--- src/rtl/row_dispatch_scheduler.sv ---
// Row dispatch scheduler: hands rows to idle line engines, grants finished lines to the streamer in row order.
// Latency: all outputs registered; a decision made on cycle t state appears on the outputs in cycle t+1.
// Backpressure: dispatch stalls while no engine is idle or enable is low; grants wait for line_req and in-order row.
//
// Ports:
//   out_stream_aclk / periph_resetn : clock and synchronous active-low reset
//   enable                          : allow new row dispatches
//   eng_start / eng_row             : one-hot start pulse and its row
//   eng_done                        : per-engine line-complete pulses
//   line_req / line_grant           : streamer request, one-cycle grant pulse
//   line_sel / line_row             : granted buffer and its row, held until the next grant
//   line_release                    : streamer finished with the granted buffer
//   frame_done / busy / err         : end-of-frame pulse, activity level, sticky protocol error
module row_dispatch_scheduler #(
  parameter int NUM_ENGINES = 4,
  parameter int Y_SIZE      = 480,
  parameter int Y_WIDTH     = 9,
  parameter int SEL_WIDTH   = $clog2(NUM_ENGINES)
) (
  input  logic                   out_stream_aclk,
  input  logic                   periph_resetn,
  input  logic                   enable,
  output logic [NUM_ENGINES-1:0] eng_start,
  output logic [Y_WIDTH-1:0]     eng_row,
  input  logic [NUM_ENGINES-1:0] eng_done,
  input  logic                   line_req,
  output logic                   line_grant,
  output logic [SEL_WIDTH-1:0]   line_sel,
  output logic [Y_WIDTH-1:0]     line_row,
  input  logic                   line_release,
  output logic                   frame_done,
  output logic                   busy,
  output logic                   err
);

  typedef enum logic [1:0] {
    ENG_IDLE      = 2'd0,
    ENG_COMPUTING = 2'd1,
    ENG_READY     = 2'd2,
    ENG_STREAMING = 2'd3
  } eng_state_e;

  // next_row needs one extra bit so it can hold Y_SIZE ("frame fully dispatched")
  // even when Y_SIZE equals 2^Y_WIDTH.
  localparam logic [Y_WIDTH:0]   ROWS     = (Y_WIDTH+1)'(Y_SIZE);
  localparam logic [Y_WIDTH:0]   NEXT_INC = (Y_WIDTH+1)'(1);
  localparam logic [Y_WIDTH-1:0] LAST_ROW = Y_WIDTH'(Y_SIZE - 1);
  localparam logic [Y_WIDTH-1:0] OUT_INC  = Y_WIDTH'(1);

  eng_state_e           eng_st_q      [NUM_ENGINES];
  eng_state_e           eng_st_d      [NUM_ENGINES];
  logic [Y_WIDTH-1:0]   eng_row_reg_q [NUM_ENGINES];
  logic [Y_WIDTH-1:0]   eng_row_reg_d [NUM_ENGINES];

  logic [Y_WIDTH:0]     next_row_q, next_row_d;
  logic [Y_WIDTH-1:0]   out_row_q, out_row_d;
  logic                 streaming_q, streaming_d;

  logic [NUM_ENGINES-1:0] eng_start_q, eng_start_d;
  logic [Y_WIDTH-1:0]     eng_row_q, eng_row_d;
  logic                   line_grant_q, line_grant_d;
  logic [SEL_WIDTH-1:0]   line_sel_q, line_sel_d;
  logic [Y_WIDTH-1:0]     line_row_q, line_row_d;
  logic                   frame_done_q, frame_done_d;
  logic                   busy_q, busy_d;
  logic                   err_q, err_d;

  logic                 disp_found;
  logic [SEL_WIDTH-1:0] disp_idx;
  logic                 grant_found;
  logic [SEL_WIDTH-1:0] grant_idx;

  always_comb begin
    eng_st_d      = eng_st_q;
    eng_row_reg_d = eng_row_reg_q;
    next_row_d    = next_row_q;
    out_row_d     = out_row_q;
    streaming_d   = streaming_q;
    eng_start_d   = '0;
    eng_row_d     = '0;
    line_grant_d  = 1'b0;
    line_sel_d    = line_sel_q;
    line_row_d    = line_row_q;
    frame_done_d  = 1'b0;
    busy_d        = 1'b0;
    err_d         = err_q;
    disp_found    = 1'b0;
    disp_idx      = '0;
    grant_found   = 1'b0;
    grant_idx     = '0;

    // Lowest-index idle engine gets the next row.
    for (int i = 0; i < NUM_ENGINES; i++) begin
      if (!disp_found && eng_st_q[i] == ENG_IDLE) begin
        disp_found = 1'b1;
        disp_idx   = SEL_WIDTH'(i);
      end
    end

    // Only the engine holding out_row may be granted; others keep their buffer and wait.
    for (int i = 0; i < NUM_ENGINES; i++) begin
      if (!grant_found && eng_st_q[i] == ENG_READY && eng_row_reg_q[i] == out_row_q) begin
        grant_found = 1'b1;
        grant_idx   = SEL_WIDTH'(i);
      end
    end

    // Completion: every asserted bit is handled; done on a non-computing engine is an error.
    for (int i = 0; i < NUM_ENGINES; i++) begin
      if (eng_done[i]) begin
        if (eng_st_q[i] == ENG_COMPUTING) begin
          eng_st_d[i] = ENG_READY;
        end else begin
          err_d = 1'b1;
        end
      end
    end

    // Release frees the streamed buffer and advances the output row. A frame-ending
    // release only happens once next_row has reached Y_SIZE, so it never collides
    // with a dispatch updating next_row in the same cycle.
    if (line_release) begin
      if (streaming_q) begin
        eng_st_d[line_sel_q] = ENG_IDLE;
        streaming_d          = 1'b0;
        if (out_row_q == LAST_ROW) begin
          frame_done_d = 1'b1;
          out_row_d    = '0;
          next_row_d   = '0;
        end else begin
          out_row_d = out_row_q + OUT_INC;
        end
      end else begin
        err_d = 1'b1;
      end
    end

    if (enable && next_row_q < ROWS && disp_found) begin
      eng_st_d[disp_idx]      = ENG_COMPUTING;
      eng_row_reg_d[disp_idx] = next_row_q[Y_WIDTH-1:0];
      eng_start_d[disp_idx]   = 1'b1;
      eng_row_d               = next_row_q[Y_WIDTH-1:0];
      next_row_d              = next_row_q + NEXT_INC;
    end

    // Grant needs !streaming, so it never coincides with a release.
    if (line_req && !streaming_q && grant_found) begin
      eng_st_d[grant_idx] = ENG_STREAMING;
      streaming_d         = 1'b1;
      line_grant_d        = 1'b1;
      line_sel_d          = grant_idx;
      line_row_d          = eng_row_reg_q[grant_idx];
    end

    // A frame is in progress once any row has been dispatched and until frame_done rewinds.
    busy_d = (next_row_d != '0) || (out_row_d != '0);
    for (int i = 0; i < NUM_ENGINES; i++) begin
      if (eng_st_d[i] != ENG_IDLE) begin
        busy_d = 1'b1;
      end
    end
  end

  always_ff @(posedge out_stream_aclk) begin
    if (!periph_resetn) begin
      for (int i = 0; i < NUM_ENGINES; i++) begin
        eng_st_q[i]      <= ENG_IDLE;
        eng_row_reg_q[i] <= '0;
      end
      next_row_q   <= '0;
      out_row_q    <= '0;
      streaming_q  <= 1'b0;
      eng_start_q  <= '0;
      eng_row_q    <= '0;
      line_grant_q <= 1'b0;
      line_sel_q   <= '0;
      line_row_q   <= '0;
      frame_done_q <= 1'b0;
      busy_q       <= 1'b0;
      err_q        <= 1'b0;
    end else begin
      eng_st_q      <= eng_st_d;
      eng_row_reg_q <= eng_row_reg_d;
      next_row_q    <= next_row_d;
      out_row_q     <= out_row_d;
      streaming_q   <= streaming_d;
      eng_start_q   <= eng_start_d;
      eng_row_q     <= eng_row_d;
      line_grant_q  <= line_grant_d;
      line_sel_q    <= line_sel_d;
      line_row_q    <= line_row_d;
      frame_done_q  <= frame_done_d;
      busy_q        <= busy_d;
      err_q         <= err_d;
    end
  end

  assign eng_start  = eng_start_q;
  assign eng_row    = eng_row_q;
  assign line_grant = line_grant_q;
  assign line_sel   = line_sel_q;
  assign line_row   = line_row_q;
  assign frame_done = frame_done_q;
  assign busy       = busy_q;
  assign err        = err_q;

endmodule

--- config.mk ---
export PLATFORM = sky130hd
export DESIGN_NAME = row_dispatch_scheduler
export DESIGN_NICKNAME = d
export VERILOG_FILES = /design/src/rtl/row_dispatch_scheduler.sv
export SDC_FILE = /design/constraint.sdc
export NUM_CORES = 1
export LEC_CHECK = 0
export CORE_ASPECT_RATIO = 0.5
export CORE_MARGIN = 2
export CORE_UTILIZATION = 25
export DETAILED_ROUTE_END_ITERATION = 10
export MAX_ROUTING_LAYER = met4
export PLACE_DENSITY = 0.42
export SETUP_SLACK_MARGIN = 0.15
export SLEW_MARGIN = 25
export SYNTH_ARGS = -nofsm -noshare
export SYNTH_HDL_FRONTEND = slang
export SYNTH_SLANG_ARGS = --single-unit
--- constraint.sdc ---
create_clock -name out_stream_aclk -period 6.6 [get_ports out_stream_aclk]
set_input_delay 1.32 -clock out_stream_aclk [delete_from_list [all_inputs] [get_ports out_stream_aclk]]
set_output_delay 1.32 -clock out_stream_aclk [all_outputs]
set_load 0.03 [all_outputs]
==> flow_metrics.tcl <==
set metrics [dict create \
    async_reset_ff_share_pct 0 \
    core_region_area_sq_um 18300 \
    num_vias 4066 \
    sequential_cell_fraction_of_total_power_pct 47.6 \
    critPathCaptureType "flop" \
    synth_most_common_cell "dfxtp_1" \
    finalMaxSlewViolations 0 \
    period_minus_slack_ns 3.55 \
    r2r_end "line_row[4]" \
    start_point_of_the_critical_path "line_release" \
    synth_area_per_cell_sq_um 8.71 \
    synthTopCellsByCount "dfxtp_1 (92), nor2_1 (58), clkbuf_1 (32), a21oi_1 (31), nand2_1 (31)" \
    r2r_start "out_row_q[2]" \
    cp_slowest_cell "clkdlybuf4s50_1" \
    cp_data_arrival_time_ns 3.78 \
    fmaxAchievable_ghz 0.282 \
    hold_ws_ns 0.512 \
    bufs_on_longest_clock_path 2 \
    drtIter0Drc 398 \
    comb_power_share_pct 10.8 \
    critical_path.startpoint_type "primary input" \
    dominant_cell_type_by_area_after_synthesis "dfxtp_1" \
    largest_net_degree_at_the_start_of_global_routing 55 \
    final_layout_size_suffix_gt1_share_pct 6.81 \
    critical_path_sink "busy" \
    fin_total_pwr_mw 1.23 \
    timing.critical_path.depth 7 \
    crit_required_ns 6.83 \
    max-cap-violations 0 \
    fp.dieH_microns 100 \
    starting_density_of_the_core_pct 25.3 \
    power_switching_share_pct 28.6 \
    synth-main-ff-cell "dfxtp_1" \
    reg2reg_depth 6 \
    proportion_of_synthesized_chip_area_in_sequential_cells_pct 39.9 \
    globalRouteOverflowTotal 0 \
    power.share.clock_pct 41.7 \
    postCtsResizedCells 0 \
    final_ant_viol_nets 0 \
    die_area_sq_um 19600 \
    cts-buffers-inserted 9 \
    drt_first_pass_iters 6 \
    intPower_uw 878 \
    netlist_instances 530 \
    yosysWarnings 0 \
    clock_sinks 92 \
    critical_path.n_buffers_inverters 1 \
    ys_top_cells_by_area "dfxtp_1 (40%), mux2i_1 (5.9%), xor2_1 (5.3%)" \
    crit_chain "clkdlybuf4s50_1 -> nand2_1 -> or3_1 -> mux2_4 -> or4_4 -> nor4_2 -> a41oi_1" \
    timing.final.hold_violations 0 \
    power.switching_uw 352 \
    worst-path-max-fanout 11 \
    timing.clock.skew_ns 0.00839 \
    detailed_place.area_sq_um 5130 \
    clk_transition_reported_paths_ns 0.07 \
    worstMarginPinSlew_ns 0.943 \
    synthDominantCellAreaShare_pct 39.9 \
    area_delta_synth_final_pct 17.2 \
    peakVddDrop_mv 0.118 \
    h_tree_level_count 3 \
    die-width_microns 196 \
    cp_top_family "simple AND/OR/NAND/NOR gates" \
    hpwlAfterDp_microns 11200 \
    setup_total_negative_slack_ns 0 \
    power.static_leakage_nw 2.02 \
    grtUsageTotal_pct 16.9 \
    outcome "finished, final reports clean" \
    cts_tree "built" \
    antenna_found_initial 0 \
    cts.repair_timing.setup_buffer_count 0 \
    fin_nets 549 \
    power_density_nw_per_um2 227 \
    max-slew-margin-rel_pct 37.0 \
    yosysUniqueCellTypes 59 \
    cts-hold-fix-buffers 0 \
    first_global_vias 3847 \
    timing.setup.critical_path_class "primary input to flop" \
    drt-wirelength-per-cell_microns 20.1 \
    postSynthNetCount 541 \
    finalInstanceArea_sq_um 5410 \
    syn-cell-area_sq_um 4620 \
    cp_slowest_stage_delay_ns 0.67 \
    gp_congestion 0.824 \
    drt-total-wl_microns 15700 \
    holdCritPathClass "flop to flop" \
    r2r_setup_slack_ns 3.64 \
    io_pins 37 \
    via_per_inst 5.19 \
    grt_setup_unrepaired "no" \
    clk_root_buffer_cell "clkbuf_16" \
    setup_viol 0 \
    number_of_rows_created_at_floorplan 35 \
    worstSkewPairLatency_ns 0.36 \
    layout_worst_path_cycle_share_pct 53.8 \
    synth-seq-cells 92 \
    drc_errors 0 \
    grt_pass1_wl_microns 24000 \
    edff_count_synth 0 \
    io_buffers 36 \
]
-- state kept, by name, indices dropped and copies added, names as in the netlist --
register       flops
line_sel           2
err                1
next_row_q        10
eng_start          4
frame_done         1
eng_row_reg_q     36
line_row           9
eng_st_q           8
line_grant         1
busy               1
out_row_q          9
streaming_q        1
eng_row            9
-- cell families after synthesis --
kind of cell    after synthesis  share of synthesized area [%]
mux                          28                           6.18
compound gates              107                           16.4
fa+ha+maj                     2                          0.542
buf+inv                      56                           5.56
xor+xnor                     43                           8.16
flops                        92                           39.9
simple gates                202                           23.3
-- metrics by stage --
step                      utilization, %  setup WS [ns]  std cells
after floorplan                        -           3.62        530
after global placement              28.1           2.76        767
after detailed placement            28.1           2.74        767
after CTS                           29.6           3.10        783
after global routing                29.6           2.90        783
final                               29.6           3.05        784
-- worst min path at each step --
stage,depth (start not counted),end,slack [ns],start
2_1_floorplan,2,eng_row_reg_q[29],0.47,eng_row_reg_q[29]
3_3_place_gp,2,line_row[8],0.51,eng_row_reg_q[8]
3_5_place_dp,2,eng_row_reg_q[31],0.50,eng_row_reg_q[31]
4_1_cts,2,line_row[3],0.52,eng_row_reg_q[3]
5_1_grt,2,line_row[8],0.54,eng_row_reg_q[8]
6_report,2,line_row[3],0.51,eng_row_reg_q[3]
-- area by class of cell --
type,instances,area [sq um]
Clock inverter,7,57.6
Fill cell,1929,12800
Timing Repair Buffer,44,420
Sequential cell,92,1840
Multi-Input combinational cell,382,2530
Clock buffer,9,225
Tap cell,240,300
Inverter,9,33.8
Antenna cell,1,2.50
-- layout by cell type (no fill, tap or decap), drive strengths merged, types with 4 or more instances in the layout --
cell type / count
dfxtp: 92
nor2: 58
clkdlybuf4s50: 36
nand2: 31
a21oi: 31
xor2: 28
mux2i: 27
nand3: 17
and3: 16
nor3: 16
xnor2: 15
nor4: 13
inv: 13
a211oi: 12
a311oi: 12
nand4: 11
o21ai: 11
clkbuf: 9
buf: 8
a222oi: 7
nand2b: 6
or3: 5
and2: 5
a21boi: 4
o211a: 4
-- power groups by stage --
stage,Sequential (mW),Clock [mW],Combinational [mW]
CTS,0.585,0.520,0.132
global route,0.587,0.546,0.143
finish,0.585,0.513,0.132
detailed placement,0.598,0,0.132
floorplan,0.602,0,0.0760
global placement,0.598,0,0.132
-- tightest hold or removal path, delay by kind of cell (launching register included) --
kind	cells	cell delay, ns
AOI/OAI and AO/OA	1	0.07
DFF	1	0.33
and+or+nand+nor	1	0.06
-- metal layers --
layer  track usage, %  wire length (microns)  vias up
met1             25.3                   8520     1995
li1                 -                      -     1945
met4             3.26                    125        0
met3             3.83                    819       10
met2             22.6                   6280      116
met5                -                      0        -
No activity file was read; power rests on OpenSTA's default activity.
